File: src/rtl/ptw_mem_port_pkg.sv
// Shared dbus types, sizes and walker-port state encoding for ptw_mem_port.
// PTE reads are always one aligned PTE_BYTES word.
package ptw_mem_port_pkg;

  localparam int DBUS_ADDR_W = 64;
  localparam int DBUS_DATA_W = 64;
  localparam int PTR_CNT_W   = 32;
  localparam int PTE_BYTES   = 8;
  localparam int PTE_OFF_W   = $clog2(PTE_BYTES);

  typedef enum logic [2:0] {
    MSIZE1 = 3'd0,
    MSIZE2 = 3'd1,
    MSIZE4 = 3'd2,
    MSIZE8 = 3'd3
  } msize_t;

  typedef struct packed {
    logic [DBUS_ADDR_W-1:0] addr;
    msize_t                 size;
    logic [7:0]             strobe;
    logic [DBUS_DATA_W-1:0] data;
  } dbus_req_t;

  typedef struct packed {
    logic                   addr_ok;
    logic                   data_ok;
    logic [DBUS_DATA_W-1:0] data;
  } dbus_resp_t;

  typedef enum logic [1:0] {
    IDLE     = 2'd0,
    PTW_BUSY = 2'd1,
    PTW_RESP = 2'd2,
    LSU_BUSY = 2'd3
  } ptw_port_state_t;

  function automatic logic pte_aligned(input logic [DBUS_ADDR_W-1:0] addr);
    return addr[PTE_OFF_W-1:0] == '0;
  endfunction

endpackage

File: src/rtl/ptw_mem_port_if.sv
// Walker, LSU and dbus signals of the memory-stage port; master is the port
// itself, slave is the surrounding walker/LSU/cache side.
interface ptw_mem_port_if #(
  parameter int ADDR_W = 64,
  parameter int DATA_W = 64
);
  logic              ptw_req;
  logic [ADDR_W-1:0] ptw_addr;
  logic [DATA_W-1:0] ptw_data;
  logic              ptw_data_valid;

  logic              lsu_valid;
  logic [ADDR_W-1:0] lsu_addr;
  logic [2:0]        lsu_size;
  logic [7:0]        lsu_strobe;
  logic [DATA_W-1:0] lsu_wdata;
  logic              lsu_data_ok;
  logic [DATA_W-1:0] lsu_rdata;

  logic              dreq_valid;
  logic [ADDR_W-1:0] dreq_addr;
  logic [2:0]        dreq_size;
  logic [7:0]        dreq_strobe;
  logic [DATA_W-1:0] dreq_data;
  logic              dresp_addr_ok;
  logic              dresp_data_ok;
  logic [DATA_W-1:0] dresp_data;

  modport master (
    input  ptw_req, ptw_addr, lsu_valid, lsu_addr, lsu_size, lsu_strobe, lsu_wdata,
    input  dresp_addr_ok, dresp_data_ok, dresp_data,
    output ptw_data, ptw_data_valid, lsu_data_ok, lsu_rdata,
    output dreq_valid, dreq_addr, dreq_size, dreq_strobe, dreq_data
  );

  modport slave (
    output ptw_req, ptw_addr, lsu_valid, lsu_addr, lsu_size, lsu_strobe, lsu_wdata,
    output dresp_addr_ok, dresp_data_ok, dresp_data,
    input  ptw_data, ptw_data_valid, lsu_data_ok, lsu_rdata,
    input  dreq_valid, dreq_addr, dreq_size, dreq_strobe, dreq_data
  );
endinterface

File: src/rtl/ptw_mem_port_sat_counter.sv
// Saturating up-counter; increments one cycle after inc, holds at all-ones.
// No backpressure: inc is sampled every cycle.
module ptw_mem_port_sat_counter #(
  parameter int W = 32
) (
  input  logic         clk,
  input  logic         reset,
  input  logic         inc,
  output logic [W-1:0] count
);

  always_ff @(posedge clk) begin
    if (reset) begin
      count <= '0;
    end else if (inc && (count != '1)) begin
      count <= count + W'(1);
    end
  end

endmodule

File: src/rtl/ptw_mem_port.sv
// Arbitrates walker PTE reads (priority) and LSU accesses onto one dbus; PTE latency = dbus latency + 2.
// Walker/LSU hold requests until ptw_data_valid / lsu_data_ok; dbus stalls the owner until dresp_data_ok.
module ptw_mem_port
  import ptw_mem_port_pkg::*;
#(
  parameter int ADDR_W = DBUS_ADDR_W,
  parameter int DATA_W = DBUS_DATA_W,
  parameter int CNT_W  = PTR_CNT_W
) (
  input  logic                clk,
  input  logic                reset,
  ptw_mem_port_if.master      bus,
  output logic [CNT_W-1:0]    ptw_reads
);

  ptw_port_state_t   state_q, state_d;
  dbus_req_t         req_q, req_d;
  logic [DATA_W-1:0] pte_q, pte_d;
  logic              ptw_issue;
  logic              lsu_done;
  logic              unused_addr_ok;

  // Address acceptance is informational only; completion is keyed on data_ok.
  assign unused_addr_ok = bus.dresp_addr_ok;

  always_ff @(posedge clk) begin
    if (reset) begin
      state_q <= IDLE;
      req_q   <= '0;
      pte_q   <= '0;
    end else begin
      state_q <= state_d;
      req_q   <= req_d;
      pte_q   <= pte_d;
    end
  end

  always_comb begin
    state_d   = state_q;
    req_d     = req_q;
    pte_d     = pte_q;
    ptw_issue = 1'b0;
    case (state_q)
      IDLE: begin
        if (bus.ptw_req) begin
          if (pte_aligned(DBUS_ADDR_W'(bus.ptw_addr))) begin
            req_d     = '{addr: DBUS_ADDR_W'(bus.ptw_addr), size: MSIZE8,
                          strobe: 8'h00, data: '0};
            ptw_issue = 1'b1;
            state_d   = PTW_BUSY;
          end else begin
            // Misaligned PTE: answer with an invalid (V=0) entry, no bus traffic.
            pte_d   = '0;
            state_d = PTW_RESP;
          end
        end else if (bus.lsu_valid) begin
          req_d   = '{addr: DBUS_ADDR_W'(bus.lsu_addr), size: msize_t'(bus.lsu_size),
                      strobe: bus.lsu_strobe, data: DBUS_DATA_W'(bus.lsu_wdata)};
          state_d = LSU_BUSY;
        end
      end
      PTW_BUSY: begin
        if (bus.dresp_data_ok) begin
          pte_d   = DATA_W'(bus.dresp_data);
          state_d = PTW_RESP;
        end
      end
      // Mandatory gap so the walker can advance its level before resampling.
      PTW_RESP: state_d = IDLE;
      LSU_BUSY: begin
        if (bus.dresp_data_ok) begin
          state_d = IDLE;
        end
      end
      default: state_d = IDLE;
    endcase
  end

  assign bus.dreq_valid     = (state_q == PTW_BUSY) || (state_q == LSU_BUSY);
  assign bus.dreq_addr      = ADDR_W'(req_q.addr);
  assign bus.dreq_size      = req_q.size;
  assign bus.dreq_strobe    = req_q.strobe;
  assign bus.dreq_data      = DATA_W'(req_q.data);

  assign bus.ptw_data       = pte_q;
  assign bus.ptw_data_valid = (state_q == PTW_RESP);

  assign lsu_done           = (state_q == LSU_BUSY) && bus.dresp_data_ok && !reset;
  assign bus.lsu_data_ok    = lsu_done;
  assign bus.lsu_rdata      = lsu_done ? DATA_W'(bus.dresp_data) : '0;

  ptw_mem_port_sat_counter #(.W(CNT_W)) u_reads (
    .clk   (clk),
    .reset (reset),
    .inc   (ptw_issue),
    .count (ptw_reads)
  );

endmodule
File: src/flat_wrapper.sv
// flat-port wrapper written by rule: the top's interface ports become plain ports
module ptw_mem_port_flat import ptw_mem_port_pkg::*;
#(
  parameter int ADDR_W = DBUS_ADDR_W,
  parameter int DATA_W = DBUS_DATA_W,
  parameter int CNT_W  = PTR_CNT_W
)
  (clk, reset, ptw_reads, bus_ptw_req, bus_ptw_addr, bus_lsu_valid, bus_lsu_addr, bus_lsu_size, bus_lsu_strobe, bus_lsu_wdata, bus_dresp_addr_ok, bus_dresp_data_ok, bus_dresp_data, bus_ptw_data, bus_ptw_data_valid, bus_lsu_data_ok, bus_lsu_rdata, bus_dreq_valid, bus_dreq_addr, bus_dreq_size, bus_dreq_strobe, bus_dreq_data);
  ptw_mem_port_if #(.ADDR_W(ADDR_W), .DATA_W(DATA_W)) bus_i ();
  input  logic clk;
  input  logic reset;
  output logic [CNT_W-1:0] ptw_reads;
  input wire logic [$bits(bus_i.ptw_req)-1:0] bus_ptw_req;
  input wire logic [$bits(bus_i.ptw_addr)-1:0] bus_ptw_addr;
  input wire logic [$bits(bus_i.lsu_valid)-1:0] bus_lsu_valid;
  input wire logic [$bits(bus_i.lsu_addr)-1:0] bus_lsu_addr;
  input wire logic [$bits(bus_i.lsu_size)-1:0] bus_lsu_size;
  input wire logic [$bits(bus_i.lsu_strobe)-1:0] bus_lsu_strobe;
  input wire logic [$bits(bus_i.lsu_wdata)-1:0] bus_lsu_wdata;
  input wire logic [$bits(bus_i.dresp_addr_ok)-1:0] bus_dresp_addr_ok;
  input wire logic [$bits(bus_i.dresp_data_ok)-1:0] bus_dresp_data_ok;
  input wire logic [$bits(bus_i.dresp_data)-1:0] bus_dresp_data;
  output wire logic [$bits(bus_i.ptw_data)-1:0] bus_ptw_data;
  output wire logic [$bits(bus_i.ptw_data_valid)-1:0] bus_ptw_data_valid;
  output wire logic [$bits(bus_i.lsu_data_ok)-1:0] bus_lsu_data_ok;
  output wire logic [$bits(bus_i.lsu_rdata)-1:0] bus_lsu_rdata;
  output wire logic [$bits(bus_i.dreq_valid)-1:0] bus_dreq_valid;
  output wire logic [$bits(bus_i.dreq_addr)-1:0] bus_dreq_addr;
  output wire logic [$bits(bus_i.dreq_size)-1:0] bus_dreq_size;
  output wire logic [$bits(bus_i.dreq_strobe)-1:0] bus_dreq_strobe;
  output wire logic [$bits(bus_i.dreq_data)-1:0] bus_dreq_data;
  assign bus_i.ptw_req = bus_ptw_req;
  assign bus_i.ptw_addr = bus_ptw_addr;
  assign bus_i.lsu_valid = bus_lsu_valid;
  assign bus_i.lsu_addr = bus_lsu_addr;
  assign bus_i.lsu_size = bus_lsu_size;
  assign bus_i.lsu_strobe = bus_lsu_strobe;
  assign bus_i.lsu_wdata = bus_lsu_wdata;
  assign bus_i.dresp_addr_ok = bus_dresp_addr_ok;
  assign bus_i.dresp_data_ok = bus_dresp_data_ok;
  assign bus_i.dresp_data = bus_dresp_data;
  assign bus_ptw_data = bus_i.ptw_data;
  assign bus_ptw_data_valid = bus_i.ptw_data_valid;
  assign bus_lsu_data_ok = bus_i.lsu_data_ok;
  assign bus_lsu_rdata = bus_i.lsu_rdata;
  assign bus_dreq_valid = bus_i.dreq_valid;
  assign bus_dreq_addr = bus_i.dreq_addr;
  assign bus_dreq_size = bus_i.dreq_size;
  assign bus_dreq_strobe = bus_i.dreq_strobe;
  assign bus_dreq_data = bus_i.dreq_data;
  ptw_mem_port #(.ADDR_W(ADDR_W), .DATA_W(DATA_W), .CNT_W(CNT_W)) u_core (.clk(clk), .reset(reset), .bus(bus_i), .ptw_reads(ptw_reads));
endmodule
File: config.mk
export PLATFORM = sky130hd
export DESIGN_NAME = ptw_mem_port_flat
export DESIGN_NICKNAME = d
export VERILOG_FILES = /design/src/rtl/ptw_mem_port_pkg.sv /design/src/rtl/ptw_mem_port_if.sv /design/src/rtl/ptw_mem_port_sat_counter.sv /design/src/rtl/ptw_mem_port.sv /design/src/flat_wrapper.sv
export SDC_FILE = /design/constraint.sdc
export NUM_CORES = 1
export LEC_CHECK = 0
export ABC_AREA = 1
export BUFFER_PORTS_ARGS = -buffer_cell sky130_fd_sc_hd__buf_2
export CORE_AREA = 2 2 224 226
export DETAILED_ROUTE_END_ITERATION = 12
export DIE_AREA = 0 0 226 228
export PLACE_DENSITY = 0.46
export REMOVE_ABC_BUFFERS = 1
export SYNTH_ARGS = -nofsm -noshare
export SYNTH_HDL_FRONTEND = slang
export SYNTH_HIERARCHICAL = 1
export SYNTH_SLANG_ARGS = --single-unit
File: constraint.sdc
create_clock -name clk -period 4.7 [get_ports clk]
set_clock_uncertainty 0.15 [all_clocks]
set_input_delay 0.235 -clock clk [delete_from_list [all_inputs] [get_ports clk]]
set_output_delay 0.235 -clock clk [all_outputs]
set_load 0.01 [all_outputs]
==> results of run 1 <==
==> worst register-to-register path: stages (launching register included) <==
cell                      delay, ps
sky130_fd_sc_hd__dfxtp_1        540
sky130_fd_sc_hd__nor2_4         220
sky130_fd_sc_hd__nand2_2        110
sky130_fd_sc_hd__buf_4          760
sky130_fd_sc_hd__nand2_1        850
sky130_fd_sc_hd__nor2_1         290
sky130_fd_sc_hd__nor2_1          80
==> layout make-up <==
class	count	share of cell area [%]
repair buffers	865	29.8
clock inverters	9	0.803
inverters	280	5.48
flip-flops and latches	237	24.6
clock buffers	42	4.27
multi-input cells	1426	30.7
well taps	672	4.35
==> sequential cells by signal, indices dropped and copies added (netlist names) <==
| name | cells |
|---|---|
| u_core/bus.dreq_addr | 64 |
| u_core/bus.dreq_data | 64 |
| u_core/bus.ptw_data | 64 |
| u_core/u_reads/count | 32 |
| u_core/bus.dreq_strobe | 8 |
| u_core/bus.dreq_size | 3 |
| u_core/state_q | 2 |
==> stage by stage <==
step / instances / hold slack (ps)
2_1_floorplan: 1943 / 154
3_3_place_gp: 3207 / 309
3_5_place_dp: 3207 / 313
4_1_cts: 3531 / 165
5_1_grt: 3531 / 225
6_report: 3531 / 187
==> worst min path at each step <==
stage	startpoint	end	slack [ps]	cells past startpoint
5_1_grt	bus_ptw_addr[2]	u_core/u_reads/count[1]	220	7
2_1_floorplan	reset	u_core/state_q[0]	150	1
3_5_place_dp	u_core/bus.ptw_data[30]	u_core/bus.ptw_data[30]	310	2
4_1_cts	bus_ptw_addr[2]	u_core/u_reads/count[1]	170	7
6_report	bus_ptw_addr[2]	u_core/u_reads/count[1]	190	7
3_3_place_gp	u_core/bus.ptw_data[23]	u_core/bus.ptw_data[23]	310	2
==> logic make-up (layout without fill, tap and decap cells) <==
family          Yosys count  in the layout  synth area share [%]
compound gates          130            130                  5.47
fa+ha+maj                 1              1                 0.102
buf+inv                 404           1196                  13.2
flops                   237            237                  38.6
simple gates           1295           1295                  42.6
==> power groups by stage <==
stage,Sequential [mW],Combinational [mW],Clock (mW)
2_1_floorplan,2.46,0.738,0
3_3_place_gp,2.35,1.36,0
3_5_place_dp,2.36,1.37,0
4_1_cts,2.32,1.57,2.43
5_1_grt,2.34,1.75,2.50
6_report,2.32,1.56,2.33
==> per-layer routing <==
layer | GRT usage, % | vias up | part of all wire, %
met3 | 3.44 | 104 | 5.3
li1 | - | 7710 | -
met4 | 7.57 | 4 | 4.3
met5 | 0 | - | 0.053
met2 | 31.2 | 389 | 48
met1 | 21.3 | 6632 | 43
==> layout by cell type (no fill, tap or decap), types with 2 or more instances in the layout <==
master,instances
sky130_fd_sc_hd__inv_2,4
sky130_fd_sc_hd__dlygate4sd3_1,273
sky130_fd_sc_hd__clkbuf_16,29
sky130_fd_sc_hd__nor2_4,6
sky130_fd_sc_hd__inv_6,2
sky130_fd_sc_hd__a21oi_1,123
sky130_fd_sc_hd__buf_4,18
sky130_fd_sc_hd__buf_2,573
sky130_fd_sc_hd__bufinv_16,4
sky130_fd_sc_hd__clkinv_2,2
sky130_fd_sc_hd__dfxtp_1,237
sky130_fd_sc_hd__inv_1,273
sky130_fd_sc_hd__a31oi_1,5
sky130_fd_sc_hd__nand4_2,2
sky130_fd_sc_hd__nand2_1,712
sky130_fd_sc_hd__clkbuf_8,5
sky130_fd_sc_hd__nand3_1,73
sky130_fd_sc_hd__nor2_1,436
sky130_fd_sc_hd__nor3_1,4
sky130_fd_sc_hd__nand4_1,33
sky130_fd_sc_hd__nand2_2,7
sky130_fd_sc_hd__nor2_2,6
sky130_fd_sc_hd__nand3_2,7
sky130_fd_sc_hd__clkbuf_1,8
sky130_fd_sc_hd__nand2_4,3
sky130_fd_sc_hd__nor3_2,2
==> cells in the mapped netlist, types with 2 or more instances <==
cell type / n
sky130_fd_sc_hd__nand2_1: 712
sky130_fd_sc_hd__buf_1: 6
sky130_fd_sc_hd__nand3_2: 8
sky130_fd_sc_hd__nand4_2: 2
sky130_fd_sc_hd__buf_2: 44
sky130_fd_sc_hd__inv_1: 274
sky130_fd_sc_hd__nor3_2: 2
sky130_fd_sc_hd__a31oi_1: 5
sky130_fd_sc_hd__nand3_1: 73
sky130_fd_sc_hd__dfxtp_1: 237
sky130_fd_sc_hd__nand2_4: 3
sky130_fd_sc_hd__buf_4: 3
sky130_fd_sc_hd__nor2_1: 437
sky130_fd_sc_hd__buf_6: 5
sky130_fd_sc_hd__nor3_1: 4
sky130_fd_sc_hd__nor2_2: 6
sky130_fd_sc_hd__inv_2: 4
sky130_fd_sc_hd__clkinv_1: 2
sky130_fd_sc_hd__nand4_1: 33
sky130_fd_sc_hd__clkbuf_1: 66
sky130_fd_sc_hd__nand2_2: 7
sky130_fd_sc_hd__nor2_4: 5
sky130_fd_sc_hd__a21oi_1: 123
==> impl_metrics.xml, run 1 <==
<?xml version="1.0" encoding="UTF-8"?>
<metrics>
  <group name="outcome">
    <metric name="outcome" unit="">finished clean</metric>
  </group>
  <group name="die">
    <metric name="chip_height" unit="um">228</metric>
    <metric name="initial_core_util" unit="%">24.9</metric>
    <metric name="dieArea" unit="um^2">51500</metric>
    <metric name="core" unit="um^2">49300</metric>
    <metric name="fp-row-count" unit="">82</metric>
    <metric name="io-pin-count" unit="">575</metric>
    <metric name="die_w" unit="um">226</metric>
  </group>
  <group name="finish">
    <metric name="areaGrowthSynthToFinish" unit="%">57.2</metric>
    <metric name="stdcell_area" unit="um^2">19300</metric>
    <metric name="seq_area" unit="um^2">4740</metric>
    <metric name="ratio_of_cells_with_drive_above_1_in_the_final_layout" unit="%">23.7</metric>
    <metric name="num-fill-cells" unit="">5318</metric>
    <metric name="multi_input_comb_area" unit="um^2">5930</metric>
    <metric name="finalCoreUtilization" unit="%">39.1</metric>
    <metric name="num-nets-final" unit="">3113</metric>
    <metric name="antennaDiodeCount" unit="">0</metric>
  </group>
  <group name="power_and_ir_drop">
    <metric name="power.share.combinational" unit="%">25.2</metric>
    <metric name="power_density" unit="nW/um^2">322</metric>
    <metric name="leakage" unit="nW">10.7</metric>
    <metric name="p_seq_share" unit="%">37.3</metric>
    <metric name="sw_frac_of_total" unit="%">30.5</metric>
    <metric name="cell_int_power" unit="mW">4.32</metric>
    <metric name="power_switching" unit="mW">1.90</metric>
    <metric name="clock_power_share" unit="%">37.5</metric>
    <metric name="power" unit="mW">6.21</metric>
    <metric name="vdd_drop_max" unit="mV">0.234</metric>
  </group>
  <group name="clock_network">
    <metric name="postCtsHoldBufs" unit="">273</metric>
    <metric name="tritoncts" unit="">done</metric>
    <metric name="postCtsSetupBuffers" unit="">0</metric>
    <metric name="cts-resized-gates" unit="">0</metric>
    <metric name="cts_buffers" unit="">29</metric>
    <metric name="clock_pin_transition_on_the_worst_setup_and_hold_timing_paths" unit="ps">60</metric>
    <metric name="cts.sink_count" unit="">237</metric>
    <metric name="ctsRootBufferMaster" unit="">sky130_fd_sc_hd__clkbuf_16</metric>
    <metric name="clk_latency" unit="ps">560</metric>
    <metric name="cts.path.max_buffers" unit="">3</metric>
    <metric name="htree_levels" unit="">1</metric>
  </group>
  <group name="placement">
    <metric name="detailedPlace.worstSlack" unit="ps">1150</metric>
    <metric name="dpl.hpwl" unit="mm">34.2</metric>
    <metric name="dpl-instance-area" unit="um^2">15600</metric>
    <metric name="gp_congestion" unit="">0.909</metric>
    <metric name="numPortBuffers" unit="">573</metric>
  </group>
  <group name="setup_path">
    <metric name="crit_path_top_delay_cell" unit="">sky130_fd_sc_hd__nand2_1</metric>
    <metric name="r2r_path_end" unit="">u_core/bus.ptw_data[24]</metric>
    <metric name="cp_cell_sequence" unit="">nor2_4 -&gt; nand2_2 -&gt; buf_4 -&gt; nand2_1 -&gt; nor2_1 -&gt; nor2_1</metric>
    <metric name="worst_path_largest_cell_delay" unit="ps">820</metric>
    <metric name="critPathCaptureType" unit="">flop</metric>
    <metric name="critPathCapture" unit="">u_core/bus.ptw_data[24]</metric>
    <metric name="r2r.worst_path.cells" unit="">6</metric>
    <metric name="critical_path.top_delay_family" unit="">simple AND/OR/NAND/NOR gates</metric>
    <metric name="critical_path.max_fanout" unit="">99</metric>
    <metric name="worstReg2RegStart" unit="">u_core/state_q[1]</metric>
    <metric name="critical_path_required" unit="ps">4990</metric>
    <metric name="path_class" unit="">reg2reg</metric>
    <metric name="cp_data_arrival_time" unit="ps">3410</metric>
    <metric name="startpoint_type" unit="">flop</metric>
    <metric name="ff_to_ff_setup_slack" unit="ps">1580</metric>
    <metric name="critical_path_depth" unit="">6</metric>
    <metric name="critical_path.n_buffers_inverters" unit="">1</metric>
    <metric name="crit_top_cell" unit="">sky130_fd_sc_hd__nor2_1</metric>
    <metric name="setup.worst_path.start" unit="">u_core/state_q[1]</metric>
  </group>
  <group name="logic_synthesis">
    <metric name="yosysTopAreaCell" unit="">sky130_fd_sc_hd__dfxtp_1</metric>
    <metric name="seq_area_frac_synth" unit="%">38.6</metric>
    <metric name="syn_inst" unit="">2067</metric>
    <metric name="postSynth.asyncResetShare" unit="%">0</metric>
    <metric name="synth-edff-count" unit="">0</metric>
    <metric name="netlist.area_leader.share" unit="%">38.6</metric>
    <metric name="post_synth_instance_area" unit="um^2">12300</metric>
    <metric name="synthTopCellsByArea" unit="">sky130_fd_sc_hd__dfxtp_1 39%, sky130_fd_sc_hd__nand2_1 22%, sky130_fd_sc_hd__nor2_1 13%, sky130_fd_sc_hd__inv_1 8.4%, sky130_fd_sc_hd__a21oi_1 5.0%</metric>
    <metric name="yosys_warnings" unit="">6</metric>
    <metric name="ys_seq_elements" unit="">237</metric>
    <metric name="synthDistinctLibCells" unit="">29</metric>
    <metric name="synthesis.area_per_instance" unit="um^2">5.94</metric>
    <metric name="synth_flop_cell" unit="">sky130_fd_sc_hd__dfxtp_1</metric>
  </group>
  <group name="detailed_routing">
    <metric name="first_iter_violations" unit="">848</metric>
    <metric name="post-route-drc-count" unit="">0</metric>
    <metric name="vias_per_cell" unit="">4.20</metric>
    <metric name="routedWlPerCell" unit="um">13.8</metric>
    <metric name="totalWireLength" unit="mm">48.9</metric>
    <metric name="drt-pass1-iter-count" unit="">5</metric>
    <metric name="vias_post_dr" unit="">14839</metric>
    <metric name="ant_nets" unit="">0</metric>
  </group>
  <group name="timing">
    <metric name="report.final.hold_viol_count" unit="">0</metric>
    <metric name="setup_total_negative_slack" unit="ps">0</metric>
    <metric name="max_freq" unit="GHz">0.320</metric>
    <metric name="final_max_slew_viol_count" unit="">0</metric>
    <metric name="worst_pin_slew" unit="ps">1090</metric>
    <metric name="setup_violations" unit="">0</metric>
    <metric name="grt_setup_unrepaired" unit="">no</metric>
    <metric name="slew-limit-headroom" unit="%">27.5</metric>
    <metric name="timing.final.crit_share" unit="%">66.5</metric>
    <metric name="worst_slack" unit="ps">1580</metric>
    <metric name="layout_min_cycle_time" unit="ps">3120</metric>
  </group>
  <group name="grt">
    <metric name="via_count_of_the_first_global_routing_pass" unit="">13969</metric>
    <metric name="antenna_violations_before_repair" unit="">2</metric>
    <metric name="grt_pass1_wl" unit="mm">74.3</metric>
    <metric name="grt_overflow" unit="">0</metric>
    <metric name="grt_start_max_net_pins" unit="">129</metric>
    <metric name="grt_usage" unit="%">17.9</metric>
  </group>
  <group name="min_path">
    <metric name="min-delay-path-class" unit="">in2reg</metric>
  </group>
  <group name="flow_run">
    <metric name="timing.max_cap.violations" unit="">0</metric>
  </group>
</metrics>
Note: power is estimated with default switching activity, not from simulation.
==> inputs of run 2 (changes only) <==
--- a/config.mk
+++ b/config.mk
@@ -5,12 +5,12 @@
 export SDC_FILE = /design/constraint.sdc
 export NUM_CORES = 1
 export LEC_CHECK = 0
-export ABC_AREA = 1
+export ABC_AREA = 0
 export BUFFER_PORTS_ARGS = -buffer_cell sky130_fd_sc_hd__buf_2
-export CORE_AREA = 2 2 224 226
+export CORE_AREA = 2 2 225 227
 export DETAILED_ROUTE_END_ITERATION = 12
-export DIE_AREA = 0 0 226 228
-export PLACE_DENSITY = 0.46
+export DIE_AREA = 0 0 227 229
+export PLACE_DENSITY = 0.43
 export REMOVE_ABC_BUFFERS = 1
 export SYNTH_ARGS = -nofsm -noshare
 export SYNTH_HDL_FRONTEND = slang
==> constraint.sdc (replaced) <==
create_clock -name clk -period 3.1 [get_ports clk]
set_clock_uncertainty 0.15 [all_clocks]
set_input_delay 0.155 -clock clk [delete_from_list [all_inputs] [get_ports clk]]
set_output_delay 0.155 -clock clk [all_outputs]
set_load 0.01 [all_outputs]
==> impl_metrics.xml, run 2 <==
<?xml version="1.0" encoding="UTF-8"?>
<metrics>
  <group name="finish">
    <metric name="num-nets-final" unit="">2277</metric>
    <metric name="num-fill-cells" unit="">5219</metric>
    <metric name="most_frequent_cells_in_the_layout" unit="">571 x sky130_fd_sc_hd__buf_2, 282 x sky130_fd_sc_hd__dlygate4sd3_1, 237 x sky130_fd_sc_hd__dfxtp_1, 149 x sky130_fd_sc_hd__nand2_1, 129 x sky130_fd_sc_hd__mux2i_1</metric>
    <metric name="stdcell_area" unit="um^2">18200</metric>
    <metric name="finalCoreUtilization" unit="%">36.7</metric>
    <metric name="final_common_cell" unit="">sky130_fd_sc_hd__buf_2</metric>
    <metric name="areaGrowthSynthToFinish" unit="%">66.2</metric>
    <metric name="ratio_of_cells_with_drive_above_1_in_the_final_layout" unit="%">33.1</metric>
    <metric name="stdcell_count" unit="">2700</metric>
  </group>
  <group name="grt">
    <metric name="grt_use_met3" unit="%">4.32</metric>
    <metric name="antenna_violations_before_repair" unit="">5</metric>
    <metric name="via_count_of_the_first_global_routing_pass" unit="">12460</metric>
    <metric name="busiest_layer" unit="">met2</metric>
    <metric name="grt_overflow" unit="">0</metric>
    <metric name="met1_usage" unit="%">20.1</metric>
    <metric name="grt_usage" unit="%">16.7</metric>
    <metric name="grtUsageMet2" unit="%">29.2</metric>
    <metric name="grt_pass1_wl" unit="mm">69.8</metric>
    <metric name="grt_start_max_net_pins" unit="">110</metric>
  </group>
  <group name="clock_network">
    <metric name="cts-resized-gates" unit="">0</metric>
    <metric name="clk_latency" unit="ps">580</metric>
    <metric name="ctsRootBufferMaster" unit="">sky130_fd_sc_hd__clkbuf_16</metric>
    <metric name="clock_pin_transition_on_the_worst_setup_and_hold_timing_paths" unit="ps">60</metric>
    <metric name="cts.path.max_buffers" unit="">3</metric>
    <metric name="cts.sink_count" unit="">237</metric>
    <metric name="tritoncts" unit="">done</metric>
    <metric name="htree_levels" unit="">1</metric>
    <metric name="cts_buffers" unit="">30</metric>
  </group>
  <group name="placement">
    <metric name="dpl.hpwl" unit="mm">30.7</metric>
    <metric name="detailedPlace.worstSlack" unit="ps">557</metric>
    <metric name="gp_congestion" unit="">0.813</metric>
    <metric name="numPortBuffers" unit="">573</metric>
    <metric name="dpl-instance-area" unit="um^2">14400</metric>
    <metric name="dp.cells" unit="">2361</metric>
  </group>
  <group name="flow_run">
    <metric name="timing.max_cap.violations" unit="">0</metric>
  </group>
  <group name="detailed_routing">
    <metric name="ant_nets" unit="">0</metric>
    <metric name="post-route-drc-count" unit="">0</metric>
    <metric name="drt-pass1-iter-count" unit="">5</metric>
    <metric name="vias_per_cell" unit="">4.55</metric>
    <metric name="first_iter_violations" unit="">630</metric>
    <metric name="vias_post_dr" unit="">12275</metric>
    <metric name="totalWireLength" unit="mm">45.9</metric>
    <metric name="routedWlPerCell" unit="um">17.0</metric>
  </group>
  <group name="logic_synthesis">
    <metric name="seq_area_frac_synth" unit="%">43.2</metric>
    <metric name="synthTopCellsByArea" unit="">sky130_fd_sc_hd__dfxtp_1 43%, sky130_fd_sc_hd__mux2i_1 12%, sky130_fd_sc_hd__o31ai_1 5.9%, sky130_fd_sc_hd__nand2_1 5.1%, sky130_fd_sc_hd__a211oi_1 4.5%</metric>
    <metric name="ys_seq_elements" unit="">237</metric>
    <metric name="synthDistinctLibCells" unit="">50</metric>
    <metric name="netlist.area_leader.share" unit="%">43.2</metric>
    <metric name="yosys_warnings" unit="">6</metric>
    <metric name="syn_inst" unit="">1214</metric>
    <metric name="synth-edff-count" unit="">0</metric>
    <metric name="synthesis.area_per_instance" unit="um^2">9.04</metric>
    <metric name="postSynth.asyncResetShare" unit="%">0</metric>
    <metric name="post_synth_instance_area" unit="um^2">11000</metric>
    <metric name="yosysTopAreaCell" unit="">sky130_fd_sc_hd__dfxtp_1</metric>
    <metric name="synth_most_common_cell" unit="">sky130_fd_sc_hd__dfxtp_1</metric>
    <metric name="synth_common_cells" unit="">237 x sky130_fd_sc_hd__dfxtp_1, 149 x sky130_fd_sc_hd__nand2_1, 129 x sky130_fd_sc_hd__mux2i_1</metric>
    <metric name="synth_flop_cell" unit="">sky130_fd_sc_hd__dfxtp_1</metric>
  </group>
  <group name="power_and_ir_drop">
    <metric name="leakage" unit="nW">8.17</metric>
    <metric name="vdd_drop_max" unit="mV">0.384</metric>
    <metric name="power_density" unit="nW/um^2">462</metric>
    <metric name="power" unit="mW">8.43</metric>
  </group>
  <group name="die">
    <metric name="core" unit="um^2">49700</metric>
    <metric name="fp-row-count" unit="">82</metric>
    <metric name="die_w" unit="um">227</metric>
    <metric name="initial_core_util" unit="%">22.1</metric>
    <metric name="io-pin-count" unit="">575</metric>
    <metric name="chip_height" unit="um">229</metric>
    <metric name="dieArea" unit="um^2">52000</metric>
  </group>
  <group name="timing">
    <metric name="slew-limit-headroom" unit="%">33.3</metric>
    <metric name="final_max_slew_viol_count" unit="">0</metric>
    <metric name="report.final.hold_viol_count" unit="">0</metric>
    <metric name="setup_total_negative_slack" unit="ps">0</metric>
    <metric name="timing.final.crit_share" unit="%">87.7</metric>
    <metric name="max_freq" unit="GHz">0.368</metric>
    <metric name="setup_violations" unit="">0</metric>
    <metric name="worst_pin_slew" unit="ps">1000</metric>
    <metric name="grt_setup_unrepaired" unit="">no</metric>
    <metric name="layout_min_cycle_time" unit="ps">2720</metric>
    <metric name="worst_slack" unit="ps">381</metric>
    <metric name="timing.hold.ws" unit="ps">95.3</metric>
  </group>
  <group name="min_path">
    <metric name="hold_start" unit="">bus_lsu_valid</metric>
    <metric name="holdPathStages" unit="">5</metric>
    <metric name="min-delay-path-class" unit="">in2reg</metric>
    <metric name="min_delay_worst_endpoint" unit="">u_core/bus.dreq_data[54]</metric>
  </group>
  <group name="setup_path">
    <metric name="cp_data_arrival_time" unit="ps">3090</metric>
    <metric name="r2r.worst_path.cells" unit="">5</metric>
    <metric name="startpoint_type" unit="">flop</metric>
    <metric name="critPathCaptureType" unit="">flop</metric>
    <metric name="path_class" unit="">reg2reg</metric>
    <metric name="r2r_path_end" unit="">u_core/bus.ptw_data[28]</metric>
    <metric name="worstReg2RegStart" unit="">u_core/state_q[0]</metric>
    <metric name="ff_to_ff_setup_slack" unit="ps">380</metric>
    <metric name="critical_path_required" unit="ps">3470</metric>
    <metric name="critical_path.max_fanout" unit="">26</metric>
  </group>
  <group name="outcome">
    <metric name="outcome" unit="">finished clean</metric>
  </group>
</metrics>
-- run 2: cell count changes after synthesis, moves of 60 or more --
cell	before	now
sky130_fd_sc_hd__mux2i_1	0	129
sky130_fd_sc_hd__nor2_1	437	17
sky130_fd_sc_hd__nand2b_1	0	65
sky130_fd_sc_hd__o31ai_1	0	86
sky130_fd_sc_hd__nand3_1	73	13
sky130_fd_sc_hd__inv_1	274	5
sky130_fd_sc_hd__and2_1	1	65
sky130_fd_sc_hd__nand2_1	712	149
sky130_fd_sc_hd__a211oi_1	0	66
sky130_fd_sc_hd__a31oi_1	5	66
-- run 2: cell type report --
cell class	count	area, um^2	area share, %
inverter	5	18.8	0.103
clock inverter	11	98.8	0.542
clock buffer	43	900	4.93
tap	672	841	4.61
timing repair buffer	882	6010	33.0
antenna	3	7.51	0.0411
sequential	237	4740	26.0
multi-input combinational	847	5620	30.8
-- run 2: logic make-up after synthesis --
| family | after synthesis | share of synthesized area [%] |
|---|---|---|
| muxes | 131 | 12.0 |
| and+or+nand+nor | 376 | 18.1 |
| xor gates and xnor gates | 7 | 0.558 |
| adders and majority gates | 1 | 0.114 |
| AOI/OAI and AO/OA | 332 | 19.9 |
| buffers and inverters | 130 | 6.23 |
| DFF | 237 | 43.2 |
-- run 2: repair_timing --
item,in CTS,in global routing
setup buffers,0,0
endpoints found under the hold margin,205,0
hold buffers,282,0
-- run 2: power breakdown --
part           internal [mW]  total [mW]  switching [mW]
clock network           2.09        3.50            1.41
logic                  0.799        1.64           0.843
registers               3.21        3.30          0.0853
-- run 2: layer usage --
layer | wire length, um | share of wire (%)
met5 | 27 | 0.059
met3 | 3180 | 6.9
met4 | 1270 | 2.8
met1 | 19000 | 41
met2 | 22500 | 49
-- run 2: worst max-delay path by stage --
| stage | from | to | slack, ps | cells past startpoint |
|---|---|---|---|---|
| 2_1_floorplan | u_core/state_q[0] | u_core/bus.ptw_data[0] | -2080 | 3 |
| 3_3_place_gp | bus_ptw_addr[0] | u_core/u_reads/count[31] | 510 | 10 |
| 3_5_place_dp | bus_ptw_addr[0] | u_core/u_reads/count[31] | 560 | 10 |
| 4_1_cts | u_core/state_q[0] | u_core/bus.ptw_data[28] | 300 | 5 |
| 5_1_grt | u_core/state_q[0] | u_core/bus.ptw_data[28] | 190 | 5 |
| 6_report | u_core/state_q[0] | u_core/bus.ptw_data[28] | 380 | 5 |
-- run 2: critical path, stage by stage (launching register included) --
cell,delay [ps]
sky130_fd_sc_hd__dfxtp_1,420
sky130_fd_sc_hd__or2_4,420
sky130_fd_sc_hd__o32ai_4,590
sky130_fd_sc_hd__buf_4,330
sky130_fd_sc_hd__mux2i_1,190
sky130_fd_sc_hd__dlygate4sd3_1,560
==> inputs of run 3 (changes only) <==
--- a/config.mk
+++ b/config.mk
@@ -7,12 +7,11 @@
 export LEC_CHECK = 0
 export ABC_AREA = 0
 export BUFFER_PORTS_ARGS = -buffer_cell sky130_fd_sc_hd__buf_2
-export CORE_AREA = 2 2 225 227
+export CORE_AREA = 2 2 222 224
 export DETAILED_ROUTE_END_ITERATION = 12
-export DIE_AREA = 0 0 227 229
-export PLACE_DENSITY = 0.43
+export DIE_AREA = 0 0 224 226
+export PLACE_DENSITY = 0.42
 export REMOVE_ABC_BUFFERS = 1
 export SYNTH_ARGS = -nofsm -noshare
 export SYNTH_HDL_FRONTEND = slang
-export SYNTH_HIERARCHICAL = 1
 export SYNTH_SLANG_ARGS = --single-unit
==> impl_metrics.xml, run 3 <==
<?xml version="1.0" encoding="UTF-8"?>
<metrics>
  <group name="setup_path">
    <metric name="worst_path_largest_cell_delay" unit="ps">500</metric>
    <metric name="critPathCaptureType" unit="">primary output</metric>
    <metric name="startpoint_type" unit="">flop</metric>
    <metric name="worstReg2RegStart" unit="">u_core.state_q[1]</metric>
    <metric name="crit_path_top_delay_cell" unit="">sky130_fd_sc_hd__dfxtp_1</metric>
    <metric name="path_class" unit="">reg2out</metric>
    <metric name="critical_path.n_buffers_inverters" unit="">2</metric>
    <metric name="r2r.worst_path.cells" unit="">5</metric>
    <metric name="cp_cell_sequence" unit="">nand2_1 -&gt; nor3b_2 -&gt; buf_4 -&gt; and2_1 -&gt; buf_2</metric>
    <metric name="cp_data_arrival_time" unit="ps">2380</metric>
    <metric name="critical_path.top_delay_family" unit="">simple AND/OR/NAND/NOR gates</metric>
    <metric name="ff_to_ff_setup_slack" unit="ps">480</metric>
    <metric name="critical_path_required" unit="ps">2790</metric>
    <metric name="critical_path.max_fanout" unit="">65</metric>
    <metric name="setup.worst_path.start" unit="">u_core.state_q[0]</metric>
    <metric name="r2r_path_end" unit="">u_core.u_reads.count[23]</metric>
  </group>
  <group name="min_path">
    <metric name="min_delay_worst_endpoint" unit="">u_core.u_reads.count[0]</metric>
    <metric name="hold_start" unit="">bus_ptw_addr[2]</metric>
    <metric name="holdPathStages" unit="">5</metric>
    <metric name="min-delay-path-class" unit="">in2reg</metric>
  </group>
  <group name="die">
    <metric name="die_w" unit="um">224</metric>
    <metric name="initial_core_util" unit="%">21.0</metric>
    <metric name="chip_height" unit="um">226</metric>
    <metric name="core" unit="um^2">48300</metric>
    <metric name="dieArea" unit="um^2">50600</metric>
    <metric name="io-pin-count" unit="">575</metric>
    <metric name="fp-row-count" unit="">81</metric>
  </group>
  <group name="power_and_ir_drop">
    <metric name="power_switching" unit="mW">2.15</metric>
    <metric name="vdd_drop_max" unit="mV">0.352</metric>
    <metric name="cell_int_power" unit="mW">6.00</metric>
    <metric name="power" unit="mW">8.15</metric>
    <metric name="sw_frac_of_total" unit="%">26.4</metric>
    <metric name="clock_power_share" unit="%">43.3</metric>
    <metric name="leakage" unit="nW">7.87</metric>
    <metric name="p_seq_share" unit="%">40.0</metric>
    <metric name="power.share.combinational" unit="%">16.7</metric>
    <metric name="power_density" unit="nW/um^2">463</metric>
  </group>
  <group name="placement">
    <metric name="detailedPlace.worstSlack" unit="ps">464</metric>
    <metric name="dpl-instance-area" unit="um^2">13600</metric>
    <metric name="dp.cells" unit="">2305</metric>
    <metric name="gp_congestion" unit="">0.781</metric>
    <metric name="dpl.hpwl" unit="mm">28.6</metric>
    <metric name="numPortBuffers" unit="">573</metric>
  </group>
  <group name="finish">
    <metric name="stdcell_count" unit="">2663</metric>
    <metric name="finalCoreUtilization" unit="%">36.4</metric>
    <metric name="num-nets-final" unit="">2288</metric>
    <metric name="ratio_of_cells_with_drive_above_1_in_the_final_layout" unit="%">31.9</metric>
    <metric name="stdcell_area" unit="um^2">17600</metric>
    <metric name="most_frequent_cells_in_the_layout" unit="">571 x sky130_fd_sc_hd__buf_2, 298 x sky130_fd_sc_hd__dlygate4sd3_1, 237 x sky130_fd_sc_hd__dfxtp_1, 164 x sky130_fd_sc_hd__a21oi_1, 155 x sky130_fd_sc_hd__nand2_1</metric>
    <metric name="areaGrowthSynthToFinish" unit="%">73.8</metric>
    <metric name="final_common_cell" unit="">sky130_fd_sc_hd__buf_2</metric>
  </group>
  <group name="grt">
    <metric name="grt_pass1_wl" unit="mm">64.3</metric>
    <metric name="via_count_of_the_first_global_routing_pass" unit="">11569</metric>
    <metric name="grt_start_max_net_pins" unit="">140</metric>
    <metric name="grt_overflow" unit="">0</metric>
    <metric name="grt_usage" unit="%">15.8</metric>
    <metric name="antenna_violations_before_repair" unit="">6</metric>
  </group>
  <group name="timing">
    <metric name="worst_pin_slew" unit="ps">869</metric>
    <metric name="setup_total_negative_slack" unit="ps">0</metric>
    <metric name="timing.final.crit_share" unit="%">86.6</metric>
    <metric name="setup_violations" unit="">0</metric>
    <metric name="worst_slack" unit="ps">414</metric>
    <metric name="max_freq" unit="GHz">0.372</metric>
    <metric name="layout_min_cycle_time" unit="ps">2690</metric>
    <metric name="report.final.hold_viol_count" unit="">0</metric>
    <metric name="timing.hold.ws" unit="ps">53.0</metric>
    <metric name="slew-limit-headroom" unit="%">41.8</metric>
    <metric name="final_max_slew_viol_count" unit="">0</metric>
    <metric name="grt_setup_unrepaired" unit="">no</metric>
  </group>
  <group name="logic_synthesis">
    <metric name="ys_seq_elements" unit="">237</metric>
    <metric name="synth-edff-count" unit="">0</metric>
    <metric name="syn_inst" unit="">1204</metric>
    <metric name="synth_common_cells" unit="">237 x sky130_fd_sc_hd__dfxtp_1, 165 x sky130_fd_sc_hd__a21oi_1, 155 x sky130_fd_sc_hd__nand2_1</metric>
    <metric name="synthesis.area_per_instance" unit="um^2">8.41</metric>
    <metric name="synthDistinctLibCells" unit="">41</metric>
    <metric name="synthTopCellsByArea" unit="">sky130_fd_sc_hd__dfxtp_1 47%, sky130_fd_sc_hd__a21oi_1 8.2%, sky130_fd_sc_hd__mux2i_1 6.4%, sky130_fd_sc_hd__nand2_1 5.7%, sky130_fd_sc_hd__nand3b_1 5.6%</metric>
    <metric name="post_synth_instance_area" unit="um^2">10100</metric>
    <metric name="synth_flop_cell" unit="">sky130_fd_sc_hd__dfxtp_1</metric>
    <metric name="postSynth.asyncResetShare" unit="%">0</metric>
    <metric name="netlist.area_leader.share" unit="%">46.8</metric>
    <metric name="yosysTopAreaCell" unit="">sky130_fd_sc_hd__dfxtp_1</metric>
    <metric name="seq_area_frac_synth" unit="%">46.8</metric>
    <metric name="synth_most_common_cell" unit="">sky130_fd_sc_hd__dfxtp_1</metric>
    <metric name="yosys_warnings" unit="">0</metric>
  </group>
  <group name="clock_network">
    <metric name="htree_levels" unit="">1</metric>
    <metric name="cts.path.max_buffers" unit="">3</metric>
    <metric name="cts_buffers" unit="">31</metric>
    <metric name="ctsRootBufferMaster" unit="">sky130_fd_sc_hd__clkbuf_16</metric>
    <metric name="clock_pin_transition_on_the_worst_setup_and_hold_timing_paths" unit="ps">60</metric>
    <metric name="clk_latency" unit="ps">560</metric>
    <metric name="cts.sink_count" unit="">237</metric>
    <metric name="tritoncts" unit="">done</metric>
  </group>
  <group name="flow_run">
    <metric name="timing.max_cap.violations" unit="">0</metric>
  </group>
  <group name="detailed_routing">
    <metric name="routedWlPerCell" unit="um">15.9</metric>
    <metric name="drt-pass1-iter-count" unit="">5</metric>
    <metric name="ant_nets" unit="">0</metric>
    <metric name="post-route-drc-count" unit="">0</metric>
    <metric name="vias_per_cell" unit="">4.39</metric>
    <metric name="vias_post_dr" unit="">11679</metric>
    <metric name="totalWireLength" unit="mm">42.3</metric>
    <metric name="first_iter_violations" unit="">464</metric>
  </group>
  <group name="outcome">
    <metric name="outcome" unit="">finished clean</metric>
  </group>
</metrics>
-- run 3: cell types whose count changed after synthesis, moves of 8 or more --
cell,change
sky130_fd_sc_hd__buf_2,-40
sky130_fd_sc_hd__o21ai_0,+11
sky130_fd_sc_hd__mux2i_1,-64
sky130_fd_sc_hd__nand2b_1,-61
sky130_fd_sc_hd__o31ai_1,-78
sky130_fd_sc_hd__a21oi_1,+68
sky130_fd_sc_hd__nor2_1,+59
sky130_fd_sc_hd__or3_1,+8
sky130_fd_sc_hd__nand3_1,+67
sky130_fd_sc_hd__clkbuf_1,+48
sky130_fd_sc_hd__a31oi_1,-66
sky130_fd_sc_hd__nand3b_1,+75
-- run 3: per-layer routing --
layer,up-vias,GRT usage (%),wire [um]
li1,5846,-,-
met1,5343,18.3,17400
met2,419,27.8,20400
met3,71,4.45,3280
met4,0,5.16,1260
met5,-,0,0
-- run 3: final cells by class --
| cell class | instances | area (um^2) |
|---|---|---|
| diodes | 4 | 10.0 |
| repair buffers | 888 | 6060 |
| multi-input cells | 854 | 5000 |
| clock buffers | 47 | 896 |
| clock inverters | 9 | 103 |
| well taps | 622 | 778 |
| fillers | 5032 | 30700 |
| inverters | 2 | 7.51 |
| flip-flops and latches | 237 | 4740 |
-- run 3: worst reg2reg max path, stage by stage, from the launching register on --
cell,delay [ps]
sky130_fd_sc_hd__dfxtp_1,440
sky130_fd_sc_hd__or3b_4,490
sky130_fd_sc_hd__nor4_4,650
sky130_fd_sc_hd__nand2_1,250
sky130_fd_sc_hd__or4_1,440
sky130_fd_sc_hd__a21oi_1,140
-- run 3: kinds of logic after synthesis --
family / Yosys count / share of synthesized area, %
XOR/XNOR: 2 / 0.173
buffers and inverters: 113 / 4.26
multiplexers: 67 / 6.65
AO/OA/AOI/OAI: 260 / 14.8
adder cells (fa/ha/maj): 1 / 0.123
AND/OR/NAND/NOR: 524 / 27.2
flip-flops: 237 / 46.8
-- run 3: power by group through the flow --
stage               Sequential, mW  Combinational, mW  Clock, mW
finish                        3.26               1.36       3.53
global placement              3.32               1.07          0
detailed placement            3.32               1.07          0
floorplan                     3.38              0.440          0
global route                  3.28               1.49       3.77
CTS                           3.26               1.37       3.66
-- run 3: worst max-delay path by stage --
stage,end,slack [ps],cells past startpoint
after floorplan,u_core.bus.dreq_addr[0],-8160,2
after global placement,u_core.u_reads.count[23],530,5
after detailed placement,u_core.u_reads.count[23],460,5
after CTS,bus_lsu_rdata[37],340,5
after global routing,bus_lsu_rdata[37],180,5
final,bus_lsu_rdata[37],410,5
-- run 3: repair_timing --
item,CTS,global route
endpoints found under the hold margin,216,0
hold buffers,298,0
setup buffers,0,0
resized for setup,0,0
